<file path="config.mk">
export PLATFORM = sky130hd
export DESIGN_NAME = param_stream_demux_flat
export DESIGN_NICKNAME = d
export VERILOG_FILES = /design/src/rtl/demux_pkg.sv /design/src/rtl/param_stream_demux_if.sv /design/src/rtl/demux_slot.sv /design/src/rtl/param_stream_demux.sv /design/src/flat_wrapper.sv
export SDC_FILE = /design/constraint.sdc
export NUM_CORES = 1
export LEC_CHECK = 0
export ABC_AREA = 0
export CAP_MARGIN = 20
export CORE_ASPECT_RATIO = 0.7
export CORE_MARGIN = 3
export CORE_UTILIZATION = 35
export DETAILED_ROUTE_END_ITERATION = 10
export GPL_ROUTABILITY_DRIVEN = 1
export MAX_ROUTING_LAYER = met4
export PLACE_DENSITY = 0.66
export REMOVE_ABC_BUFFERS = 1
export SLEW_MARGIN = 20
export SYNTH_ARGS = -nofsm -noshare
export SYNTH_HDL_FRONTEND = slang
export SYNTH_SLANG_ARGS = --single-unit
</file>
<file path="constraint.sdc">
create_clock -name clk -period 5.99 [get_ports clk]
set_input_delay 0.8985 -clock clk [delete_from_list [all_inputs] [get_ports clk]]
set_output_delay 0.8985 -clock clk [all_outputs]
set_load 0.02 [all_outputs]
</file>
<file path="src/rtl/demux_pkg.sv">
// Shared definitions for param_stream_demux.
// Holds the FSM state encoding used by the demux top and visible on its
// debug state output.
package demux_pkg;

  typedef logic [1:0] state_t;

  // No packet open; the next accepted beat is a first beat and samples in_sel.
  localparam logic [1:0] ST_IDLE = 2'd0;
  // Packet open and locked to cur_sel until its last beat.
  localparam logic [1:0] ST_PKT  = 2'd1;
  // Packet open to an out-of-range destination; beats are swallowed.
  localparam logic [1:0] ST_DROP = 2'd2;

endpackage

</file>
<file path="src/rtl/param_stream_demux_if.sv">
// Bus bundle for param_stream_demux: one input stream plus N output channels.
//
// Handshake semantics (both sides): a beat transfers on a rising clk edge
// where valid && ready. A source holding valid high keeps its data/last
// stable until the transfer. A ready may depend combinationally on state and
// on the far side's ready, but never on the same side's valid.
//
// Signals:
//   in_valid/in_ready/in_data/in_last/in_sel  input stream (in_sel used on first beat)
//   out_valid[N]/out_ready[N]                  per-channel handshake
//   out_data[N*M]                              channel k at [(k+1)*M-1:k*M]
//   out_last[N]                                per-channel last flag
// Modports: slave = demux view, master = stream source / channel sinks view.
interface param_stream_demux_if #(
  parameter int N         = 16,
  parameter int SEL_LINES = 4,
  parameter int M         = 4
) ();

  logic                 in_valid;
  logic                 in_ready;
  logic [M-1:0]         in_data;
  logic                 in_last;
  logic [SEL_LINES-1:0] in_sel;
  logic [N-1:0]         out_valid;
  logic [N-1:0]         out_ready;
  logic [N*M-1:0]       out_data;
  logic [N-1:0]         out_last;

  modport slave (
    input  in_valid, in_data, in_last, in_sel, out_ready,
    output in_ready, out_valid, out_data, out_last
  );

  modport master (
    output in_valid, in_data, in_last, in_sel, out_ready,
    input  in_ready, out_valid, out_data, out_last
  );

endinterface

</file>
<file path="src/rtl/demux_slot.sv">
// One-entry output register for a single demux channel.
// Accepts a beat when empty or when the held beat drains in the same cycle,
// so a continuously-ready sink sees one beat per clock.
//
// Ports:
//   clk, rst_n              clock, synchronous active-low reset
//   in_valid/in_ready       load side (in_ready = slot free)
//   in_data[M], in_last     beat to store
//   out_valid/out_ready     channel side handshake
//   out_data[M], out_last   held beat, stable while out_valid && !out_ready
module demux_slot #(
  parameter int M = 4
) (
  input  logic         clk,
  input  logic         rst_n,
  input  logic         in_valid,
  output logic         in_ready,
  input  logic [M-1:0] in_data,
  input  logic         in_last,
  output logic         out_valid,
  input  logic         out_ready,
  output logic [M-1:0] out_data,
  output logic         out_last
);

  // Free when empty or draining this cycle.
  assign in_ready = !out_valid || out_ready;

  always_ff @(posedge clk) begin
    if (!rst_n) begin
      out_valid <= 1'b0;
      out_data  <= '0;
      out_last  <= 1'b0;
    end else if (in_valid && in_ready) begin
      out_valid <= 1'b1;
      out_data  <= in_data;
      out_last  <= in_last;
    end else if (out_ready) begin
      out_valid <= 1'b0;
    end
  end

endmodule

</file>
<file path="src/rtl/param_stream_demux.sv">
// Routes one valid/ready input stream to one of N output channels.
// The destination is taken from in_sel on a packet's first beat and held
// until the packet's last beat. Each channel has its own 1-entry register, so
// a stalled channel only blocks the input stream while it is the target;
// other channels keep draining. Packets addressed to in_sel >= N are
// swallowed whole and counted.
//
// Ports:
//   clk, rst_n      clock, synchronous active-low reset
//   bus (slave)     input stream + N output channels (see param_stream_demux_if)
//   drop_pulse      one-cycle pulse for each dropped packet
//   drop_count      saturating count of dropped packets
//   dbg_state       current FSM state (demux_pkg ST_* encoding)
module param_stream_demux
  import demux_pkg::*;
#(
  parameter int N         = 16,
  parameter int SEL_LINES = 4,
  parameter int M         = 4,
  parameter int CNT_W     = 8
) (
  input  logic                clk,
  input  logic                rst_n,
  param_stream_demux_if.slave bus,
  output logic                drop_pulse,
  output logic [CNT_W-1:0]    drop_count,
  output logic [1:0]          dbg_state
);

  // N held one bit wider than in_sel so N == 2**SEL_LINES compares correctly.
  localparam logic [SEL_LINES:0] N_SEL = (SEL_LINES + 1)'(N);

  state_t               state;
  logic [SEL_LINES-1:0] cur_sel;
  logic [SEL_LINES-1:0] tgt;
  logic                 sel_in_range;
  logic                 discard;
  logic                 tgt_free;
  logic                 accept;
  logic                 drop_start;
  logic [N-1:0]         slot_ready;
  logic [N-1:0]         load;
  logic [N-1:0]         slot_valid;
  logic [N-1:0]         slot_last;
  logic [N*M-1:0]       slot_data;

  assign sel_in_range = {1'b0, bus.in_sel} < N_SEL;
  assign tgt          = (state == ST_IDLE) ? bus.in_sel : cur_sel;

  // Beats that will be swallowed: body of a dropped packet, or the first
  // beat of a packet with an out-of-range destination.
  assign discard = (state == ST_DROP) || ((state == ST_IDLE) && !sel_in_range);

  // Compare-select rather than slot_ready[tgt] so an out-of-range tgt never
  // indexes past the slot array.
  always_comb begin
    tgt_free = 1'b0;
    for (int k = 0; k < N; k++) begin
      if (tgt == SEL_LINES'(k)) tgt_free = slot_ready[k];
    end
  end

  // Depends on state, in_sel and out_ready only; never on in_valid.
  assign bus.in_ready = discard || tgt_free;
  assign accept       = bus.in_valid && bus.in_ready;
  assign drop_start   = accept && (state == ST_IDLE) && !sel_in_range;

  // One-hot load enable: at most one channel can be written per cycle.
  always_comb begin
    load = '0;
    for (int k = 0; k < N; k++) begin
      load[k] = accept && !discard && (tgt == SEL_LINES'(k));
    end
  end

  for (genvar k = 0; k < N; k++) begin : g_slot
    demux_slot #(.M(M)) u_slot (
      .clk       (clk),
      .rst_n     (rst_n),
      .in_valid  (load[k]),
      .in_ready  (slot_ready[k]),
      .in_data   (bus.in_data),
      .in_last   (bus.in_last),
      .out_valid (slot_valid[k]),
      .out_ready (bus.out_ready[k]),
      .out_data  (slot_data[k*M +: M]),
      .out_last  (slot_last[k])
    );
  end

  assign bus.out_valid = slot_valid;
  assign bus.out_data  = slot_data;
  assign bus.out_last  = slot_last;

  always_ff @(posedge clk) begin
    if (!rst_n) begin
      state      <= ST_IDLE;
      cur_sel    <= '0;
      drop_pulse <= 1'b0;
      drop_count <= '0;
    end else begin
      drop_pulse <= drop_start;
      if (drop_start && (drop_count != '1)) drop_count <= drop_count + CNT_W'(1);

      case (state)
        ST_IDLE: begin
          // Single-beat packets (in_last on the first beat) never leave IDLE.
          if (accept && !bus.in_last) begin
            if (sel_in_range) begin
              state   <= ST_PKT;
              cur_sel <= bus.in_sel;
            end else begin
              state <= ST_DROP;
            end
          end
        end
        ST_PKT, ST_DROP: begin
          if (accept && bus.in_last) state <= ST_IDLE;
        end
        default: state <= ST_IDLE;
      endcase
    end
  end

  assign dbg_state = state;

endmodule

</file>
<file path="src/flat_wrapper.sv">
// flat-port wrapper written by rule: the top's interface ports become plain ports
module param_stream_demux_flat import demux_pkg::*;
#(
  parameter int N         = 16,
  parameter int SEL_LINES = 4,
  parameter int M         = 4,
  parameter int CNT_W     = 8
)
  (clk, rst_n, drop_pulse, drop_count, dbg_state, bus_in_valid, bus_in_data, bus_in_last, bus_in_sel, bus_out_ready, bus_in_ready, bus_out_valid, bus_out_data, bus_out_last);
  param_stream_demux_if #(.N(N), .SEL_LINES(SEL_LINES), .M(M)) bus_i ();
  input  logic clk;
  input  logic rst_n;
  output logic drop_pulse;
  output logic [CNT_W-1:0] drop_count;
  output logic [1:0] dbg_state;
  input wire logic [$bits(bus_i.in_valid)-1:0] bus_in_valid;
  input wire logic [$bits(bus_i.in_data)-1:0] bus_in_data;
  input wire logic [$bits(bus_i.in_last)-1:0] bus_in_last;
  input wire logic [$bits(bus_i.in_sel)-1:0] bus_in_sel;
  input wire logic [$bits(bus_i.out_ready)-1:0] bus_out_ready;
  output wire logic [$bits(bus_i.in_ready)-1:0] bus_in_ready;
  output wire logic [$bits(bus_i.out_valid)-1:0] bus_out_valid;
  output wire logic [$bits(bus_i.out_data)-1:0] bus_out_data;
  output wire logic [$bits(bus_i.out_last)-1:0] bus_out_last;
  assign bus_i.in_valid = bus_in_valid;
  assign bus_i.in_data = bus_in_data;
  assign bus_i.in_last = bus_in_last;
  assign bus_i.in_sel = bus_in_sel;
  assign bus_i.out_ready = bus_out_ready;
  assign bus_in_ready = bus_i.in_ready;
  assign bus_out_valid = bus_i.out_valid;
  assign bus_out_data = bus_i.out_data;
  assign bus_out_last = bus_i.out_last;
  param_stream_demux #(.N(N), .SEL_LINES(SEL_LINES), .M(M), .CNT_W(CNT_W)) u_core (.clk(clk), .rst_n(rst_n), .bus(bus_i), .drop_pulse(drop_pulse), .drop_count(drop_count), .dbg_state(dbg_state));
endmodule
</file>
After elaboration in Yosys (flattened, before gate mapping)
Index checks and enable logic that the tools add are counted.

Equality and inequality tests: 19. Mux-type cells: 52. Reductions and logical operators: 92.

Operator list (count): 1-bit two-way mux (48); 1-bit logical AND (36); 4-bit == test (second input constant) (8); 2-bit nonzero test (16); 1-bit logical NOT (18); 1-bit logical OR (17); 4-bit by 3-bit == test with 1-bit output (second input constant) (4); 4-bit by 2-bit == test with 1-bit output (second input constant) (2); 4-bit by 1-bit == test with 1-bit output (second input constant) (1); 4-bit logical NOT (1); 2-bit two-way mux (2); 4-bit two-way mux (1); 2-bit one-hot mux with 2 select lines (1); 2-bit AND reduction (2); 2-bit by 1-bit == test with 1-bit output (second input constant) (1); 2-bit == test (second input constant) (1); 2-bit logical NOT (1); 2-bit by 1-bit inequality test with 1-bit output (second input constant) (1); 2-bit inequality test (second input constant) (1); 2-bit OR reduction (1).

Register bits: 102. Input port bits: 28. Output and inout port bits: 108. Logic and storage cells: 213.

Logic depth before layout (Yosys ltp)
Gate-level depths: netlist of the first run.

Depth in word-level cells: 25. Depth in mapped cells: 9. Gate-level depth less buffers: 6.

Cells and area by module
From an unflattened synthesis of the first run, not the netlist that was laid out.

Cell total of the unflattened synthesis: 571. Area, all modules: 5278.8 um^2.

By module, submodules not included: demux_slot (times used 16, cells each 27, area an instance 264.0 um^2, sequential area each 120.1 um^2); param_stream_demux (times used 1, cells each 139, area an instance 1054.8 um^2, sequential area each 100.1 um^2).

Worst setup path after synthesis of the first run
No wires, ideal clock.

Path type: input to output. From: input bus_in_sel[0]. To: output bus_in_ready. Data arrival time: 2.301 ns. Data required time: 5.092 ns. Path slack: 2.790 ns. Cell stages on the path: 7. Path buffers: 1. Cell sequence: or3_1 -> and2_1 -> buf_2 -> a21oi_1 -> or2_2 -> a21oi_1 -> o221ai_1.

Longest elaborated chain between the ends: 19. Elaborated cells on any way between the ends: 34. Classes of those cells: eq/ne (15); mux (17); reduce/logical (2).

Ends and longest elaborated chain: start, declared (line flat_wrapper.sv:19) `input wire logic [$bits(bus_i.in_sel)-1:0] bus_in_sel;`; 4-bit two-way mux (*) (line param_stream_demux.sv:48) `assign tgt = (state == ST_IDLE) ? bus.in_sel : cur_sel;`; 4-bit logical NOT (line param_stream_demux.sv:59) `if (tgt == SEL_LINES'(k)) tgt_free = slot_ready[k];`; 1-bit two-way mux (15 in a row) (line param_stream_demux.sv:59); 1-bit two-way mux (*) (line param_stream_demux.sv:59); 1-bit logical OR (*) (line param_stream_demux.sv:64) `assign bus.in_ready = discard || tgt_free;`; end, declared (line flat_wrapper.sv:21) `output wire logic [$bits(bus_i.in_ready)-1:0] bus_in_ready;`.

Mark *: on every way between the ends. The rest lies on a longest branch, timed or not.

Worst setup path in the final report of the first run
Ends and elaborated chain as after synthesis.

==> flow_summary.ini, run 1 <==
[outcome]
outcome = finished, final reports clean

[cells_and_area]
final_net_count = 590
layout-drive-gt1-share_pct = 5.47
post-route-cell-area_um2 = 6160
postLayoutCoreUtil_pct = 47.9
antenna_diode_count = 0
flow.area_growth_from_synthesis_pct = 29.5

[setup_path]
critical-path-max-stage-delay_ps = 650
critical_path.top_delay_family = buffers and inverters
instance_count_on_the_critical_path = 8
criticalPathCategory = input port to output pin
critical-path-top-cell-by-count = clkdlybuf4s50_1
cp-start-kind = input port
timing.critical_path.to_type = output pin
worst-path-max-fanout = 8
critical_path.n_buffers_inverters = 2
worst_path_max_delay_cell = clkdlybuf4s50_1
timing.critical_path.arrival_ps = 3480
cp_cell_sequence = clkdlybuf4s50_1, nor3b_1, o21ai_0, a31oi_1, or2_2, a21oi_1, o221ai_1, clkdlybuf4s50_1
worst-endpoint-required_ps = 5090
ff2ff_path_depth = 6

[yosys]
seq_area_frac_synth_pct = 42.5
post_synth_and_or_nand_nor_area_fraction_pct = 22.5
syn-mean-instance-area_um2 = 9.84
ys_ff_latch = 101
async_reset_ff_share_pct = 0
synthesis.instances = 483
synth.lib_cells_used.distinct = 45
post-synth-top-area-fraction_pct = 42.5
post_synth_xor_area_fraction_pct = 0
share_of_the_synthesized_area_in_compound_gates_ao_oa_aoi_oai_pct = 7.79
synthesis.area_um2 = 4750
synth_fa_ha_area_share_pct = 0
yosys-mux-area-fraction_pct = 17.9
synth_top_family_by_area = simple AND/OR/NAND/NOR gates
number_of_enable_type_register_cells_in_the_synthesized_netlist = 0
synth_area_leaders = dfxtp_1 (43%), mux2i_1 (18%), nor2b_1 (11%), buf_4 (6.6%), o21ai_0 (2.1%)
yosys.area.top_type = dfxtp_1
synth_ff_type = dfxtp_1
yosys_warnings = 0

[sta]
holdWs_ps = 461
setup_viol = 0
tmin_final_ps = 4380
unrepaired_setup_endpoints_after_global_routing = no
final.period_utilization_pct = 73.1
slew_headroom_pct = 42.9
timing.fmax_mhz = 228
tightest_slew_ps = 854
slew_violations = 0
finalHoldViolCount = 0
final.setup_skew_ps = 5.75
setup_total_negative_slack_ps = 0

[global_routing]
grt_util_all_layers_pct = 16.8
first_global_vias = 3487
grt_pass1_wl_um = 19500
number_of_antenna_violations_at_the_first_check_in_global_routing = 0
grt_max_degree = 57
grt_remaining_overflow = 0

[power_and_ir_drop]
peakVddDrop_uv = 134
internal_power_w = 0.00115
seq_power_share_pct = 45.8
power_density_nw_per_um2 = 249
p_sw_share_pct = 24.8
leakage_nw = 2.07
power.clock.fraction_pct = 40.0
share_comb_of_total_power_pct = 14.1
net-switching-power_w = 0.000380

[die]
fp.dieH_um = 104
dieArea_um2 = 15000
die_w_um = 145
placement_rows = 34
initial_core_util_pct = 37.0
floorplan.core_area_um2 = 12800
floorplan.io_pins = 136

[routing]
drt-wirelength-per-cell_um = 16.5
drt_first_pass_iters = 4
drt-initial-drc-count = 136
num_vias = 3484
detail_route.wirelength_um = 12300
top_signal_layer_used = met4
routed-wl-met3_um = 1130
vias_per_cell = 4.66
route.antenna.remaining_nets = 0
met2_wirelength_um = 5030
drc_errors = 0
wirelength_met1_um = 6040

[clock_network]
cts.path.max_buffers = 2
post_cts.resized_instances = 0
post_cts.repair.setup_buffers = 0
clock_latency_ps = 340
clock_tree.root_cell = clkbuf_16
cts_hold_buf = 0
ctsHtreeMaxLevel = 3
cts_made_buffers = 9
clkSlewWorstSetupHoldPaths_ps = 60
cts_sinks = 101
cts_tree = yes

[placement]
finalWeightedCongestion = 0.858
hpwlAfterDp_um = 8940
place.port_buffers = 125
place_area_um2 = 5850

[min_path]
hold_path.class = flip-flop to flip-flop
min_path_cells = 2

[job]
max-cap-violations = 0
layout make-up:
| type | instances | area, µm² |
|---|---|---|
| clock buffer | 13 | 240 |
| fill | 1218 | 6690 |
| inverter | 3 | 11.3 |
| tap | 180 | 225 |
| clock inverter | 3 | 68.8 |
| multi-input combinational | 320 | 2330 |
| sequential | 101 | 2020 |
| timing repair buffer | 127 | 1260 |
cells in the final DEF, fill, tap and decap left out, drive strengths merged, types with 5 or more instances in the layout:
cell / netlist / routed
o21a: 8 / 8
conb: 1 / 10
nand2: 23 / 23
or2: 5 / 5
nand2b: 14 / 14
nor3b: 9 / 9
o21ai: 20 / 20
mux2i: 85 / 85
dfxtp: 101 / 101
nor2: 9 / 9
and2: 12 / 12
nor3: 5 / 5
clkdlybuf4s50: 0 / 124
clkbuf: 20 / 13
nor2b: 83 / 83
synth_stat cells (2+ instances only):
| library cell | instances |
|---|---|
| a2111oi_0 | 2 |
| a211o_1 | 2 |
| a21oi_1 | 4 |
| a22oi_1 | 2 |
| a31oi_1 | 2 |
| and2_1 | 12 |
| and3_1 | 4 |
| and3b_1 | 3 |
| buf_2 | 4 |
| buf_4 | 42 |
| clkbuf_1 | 20 |
| dfxtp_1 | 101 |
| inv_1 | 3 |
| mux2i_1 | 85 |
| nand2_1 | 23 |
| nand2b_1 | 14 |
| nor2_1 | 9 |
| nor2b_1 | 83 |
| nor3_2 | 2 |
| nor3_4 | 2 |
| nor3b_1 | 2 |
| nor3b_2 | 6 |
| o211a_1 | 2 |
| o21a_1 | 8 |
| o21ai_0 | 20 |
| o21ba_2 | 2 |
| o22ai_1 | 3 |
| or2_1 | 3 |
| or2_2 | 2 |
worst paths after layout:
kind,startpoint,endpoint,slack [ps]
worst max-delay path,bus_in_sel[0],bus_in_ready,1610
worst min-delay path,u_core.g_slot[8].u_slot.out_last$_SDFFE_PN0P_,u_core.g_slot[8].u_slot.out_last$_SDFFE_PN0P_,460
worst max register to register,u_core.dbg_state[0]$_SDFFE_PN0P_,u_core.g_slot[2].u_slot.out_data[2]$_SDFFE_PN0P_,3350
worst min register to register,u_core.g_slot[8].u_slot.out_last$_SDFFE_PN0P_,u_core.g_slot[8].u_slot.out_last$_SDFFE_PN0P_,460
sequential cells by signal, summed over array words and instances, names as in the netlist:
register and count:
u_core.g_slot.u_slot.out_last 16, u_core.dbg_state 1, u_core.cur_sel 4, u_core.g_slot.u_slot.out_data 64
u_core.g_slot.u_slot.out_valid 16
through the flow:
step	cells	total power (W)	setup slack (ps)
detailed placement	731	0.000935	1660
CTS	747	0.00156	1650
global route	747	0.00160	1400
floorplan	424	0.000837	2820
finish	747	0.00153	1610
global placement	731	0.000933	1710
metal layers:
layer  GRT usage [%]  up-vias
met3            7.64       13
met2            23.1      110
met5               -        -
li1                -     1736
met1            22.7     1625
met4            3.73        0
worst reg2reg max path: stages, from the launching register on:
cell,delay [ps]
dfxtp_1,700
nor2b_1,340
a22oi_1,180
nand2b_1,410
nor3b_2,590
mux2i_1,250
nor2b_1,70
logic make-up (layout without fill, tap and decap cells):
logic type	count (synthesis)	after routing
mux	85	85
flops	101	101
buf+inv	71	146
compound gates	55	55
simple gates	170	170
other cells	1	10
power by group through the flow:
stage	combinational [W]	sequential [W]	clock, W
floorplan	0.000105	0.000732	0
global placement	0.000216	0.000717	0
detailed placement	0.000217	0.000718	0
CTS	0.000218	0.000703	0.000637
global route	0.000235	0.000705	0.000659
finish	0.000217	0.000703	0.000614
Note: power is estimated with default switching activity, not from simulation.
==> run 2: changes to the inputs <==
--- a/config.mk
+++ b/config.mk
@@ -13,7 +13,7 @@
 export DETAILED_ROUTE_END_ITERATION = 10
 export GPL_ROUTABILITY_DRIVEN = 1
 export MAX_ROUTING_LAYER = met4
-export PLACE_DENSITY = 0.66
+export PLACE_DENSITY = 0.68
 export REMOVE_ABC_BUFFERS = 1
 export SLEW_MARGIN = 20
 export SYNTH_ARGS = -nofsm -noshare
==> constraint.sdc (replaced) <==
create_clock -name clk -period 3.85 [get_ports clk]
set_input_delay 0.5775 -clock clk [delete_from_list [all_inputs] [get_ports clk]]
set_output_delay 0.5775 -clock clk [all_outputs]
set_load 0.02 [all_outputs]
==> run 2 against run 1 <==
  * Final cell count up 0.54%
  * Count of clock-buffer cells in the layout down 4
  * Flip-flop and latch count unchanged
  * Setup slack worse by 1300 ps
  * Sequential share of layout area down 0.26 points
  * Non-clock buffer count up 4
  * Global-route usage up 0.12 points
  * Total power up 59%
  * Critical path type unchanged
  * Largest cell class unchanged
  * Highest routed layer unchanged
==> flow_summary.ini, run 2 (synthesis results as in run 1) <==
[outcome]
outcome = finished, final reports clean

[power_and_ir_drop]
share_comb_of_total_power_pct = 14.4
peakVddDrop_uv = 209
seq_power_share_pct = 44.8
leakage_nw = 2.10
internal_power_w = 0.00181
net-switching-power_w = 0.000625
p_sw_share_pct = 25.7
power.clock.fraction_pct = 40.8
total_power_w = 0.00243
power_density_nw_per_um2 = 392

[die]
initial_core_util_pct = 37.0
die_w_um = 145
placement_rows = 34
fp.dieH_um = 104
floorplan.core_area_um2 = 12800
floorplan.io_pins = 136
dieArea_um2 = 15000

[min_path]
hold_path.class = flip-flop to flip-flop

[cells_and_area]
fillers = 1184
top_regs = u_core.g_slot.u_slot.out_data (64), u_core.g_slot.u_slot.out_last (16), u_core.g_slot.u_slot.out_valid (16)
layout-drive-gt1-share_pct = 6.83
postLayoutCoreUtil_pct = 48.3
antenna_diode_count = 0
flow.area_growth_from_synthesis_pct = 30.6
max_reg_flops = 64
top_library_cells_by_usage_in_the_layout_fill_and_taps_aside = clkdlybuf4s50_1 (124), dfxtp_1 (101), mux2i_1 (85)
layout_commonest_cell = clkdlybuf4s50_1
final_net_count = 594
max_flop_register = u_core.g_slot.u_slot.out_data

[placement]
finalWeightedCongestion = 0.889
place.port_buffers = 125
hpwlAfterDp_um = 8940

[global_routing]
grt_util_all_layers_pct = 17.0
number_of_antenna_violations_at_the_first_check_in_global_routing = 0
grt_pass1_wl_um = 19900
first_global_vias = 3578
grt_remaining_overflow = 0
grt_max_degree = 112

[clock_network]
clkSlewWorstSetupHoldPaths_ps = 70
cts_hold_buf = 0
ctsHtreeMaxLevel = 3
clock_latency_ps = 340
cts_tree = yes
cts.path.max_buffers = 2
cts_made_buffers = 9
post_cts.repair.setup_buffers = 0
post_cts.resized_instances = 0
cts_sinks = 101
clock_tree.root_cell = clkbuf_16

[setup_path]
worst-endpoint-required_ps = 3270
criticalPathCategory = input port to output pin
cp_cell_sequence = clkdlybuf4s50_1, nor3b_1, o21ai_0, a31oi_1, or2_2, a21oi_1, o221ai_1, clkdlybuf4s50_1
worst-path-max-fanout = 8
critical-path-max-stage-delay_ps = 650
timing.critical_path.to_type = output pin
critical_path.n_buffers_inverters = 2
cp-start-kind = input port
critical-path-top-cell-by-count = clkdlybuf4s50_1
worst_path_max_delay_cell = clkdlybuf4s50_1
flop_to_flop_setup_slack_ps = 1270
critical_path.top_delay_family = buffers and inverters
timing.critical_path.arrival_ps = 2990

[sta]
setup_viol = 0
holdWs_ps = 467
unrepaired_setup_endpoints_after_global_routing = no
slew_violations = 0
setup_total_negative_slack_ps = 0
final.period_utilization_pct = 92.6
slew_headroom_pct = 38.3
finalHoldViolCount = 0
timing.fmax_mhz = 281
final.setup_skew_ps = 9.65
tightest_slew_ps = 922
tmin_final_ps = 3570

[routing]
drt-initial-drc-count = 160
detail_route.wirelength_um = 12500
drt-wirelength-per-cell_um = 16.6
drt_first_pass_iters = 4
num_vias = 3552
vias_per_cell = 4.73
route.antenna.remaining_nets = 0
drc_errors = 0

[job]
max-cap-violations = 0
-- run 2: cell types whose count changed in the layout (fill, tap and decap cells not counted) --
cell	change
buf_4	+4
clkbuf_1	-4
clkinv_4	+1
inv_6	+3
-- run 2: final timing paths --
| path | from | end | cells after the start |
|---|---|---|---|
| max | bus_in_sel[0] | bus_in_ready | 8 |
| min | u_core.g_slot[8].u_slot.out_data[0]$_SDFFE_PN0P_ | u_core.g_slot[8].u_slot.out_data[0]$_SDFFE_PN0P_ | 2 |
| max reg2reg | u_core.dbg_state[0]$_SDFFE_PN0P_ | u_core.g_slot[3].u_slot.out_data[0]$_SDFFE_PN0P_ | 7 |
| min reg2reg | u_core.g_slot[8].u_slot.out_data[0]$_SDFFE_PN0P_ | u_core.g_slot[8].u_slot.out_data[0]$_SDFFE_PN0P_ | 2 |
-- run 2: final cells by class --
| cell class | count | area [µm²] | share of cell area (%) |
|---|---|---|---|
| Multi-Input combinational cell | 320 | 2330 | 37.5 |
| Sequential cell | 101 | 2020 | 32.6 |
| Tap cell | 180 | 225 | 3.63 |
| Clock buffer | 9 | 225 | 3.63 |
| Inverter | 3 | 11.3 | 0.181 |
| Timing Repair Buffer | 131 | 1290 | 20.8 |
| Clock inverter | 7 | 104 | 1.67 |
-- run 2: power by group through the flow --
stage                     logic, W  registers [W]  clock network, W
after CTS                 0.000351        0.00109           0.00102
final                     0.000350        0.00109          0.000993
after detailed placement  0.000350        0.00111                 0
after floorplan           0.000163        0.00114                 0
after global placement    0.000350        0.00111                 0
after global routing      0.000377        0.00109           0.00107
-- run 2: through the flow --
step	cell area (µm²)	std cells	setup WS, ps
final	6210	751	285
after detailed placement	5880	735	292
after CTS	6210	751	279
after global placement	5880	735	285
after floorplan	4360	424	1110
after global routing	6210	751	64.4
-- run 2: worst register-to-register path: cells and delay by family, from the launching register on --
family	cells	cell delay (ps)
compound gates	1	180
simple gates	4	1380
mux	1	250
flops	1	440
buf+inv	1	220
-- run 2: per-layer routing --
metal	up-vias	part of all wire, %	routed length, µm	GRT usage [%]
li1	1744	-	-	-
met1	1682	49	6120	23.0
met2	122	42	5190	23.9
met3	4	8.9	1110	7.20
met4	0	0.31	38	2.98
met5	-	0	0	-
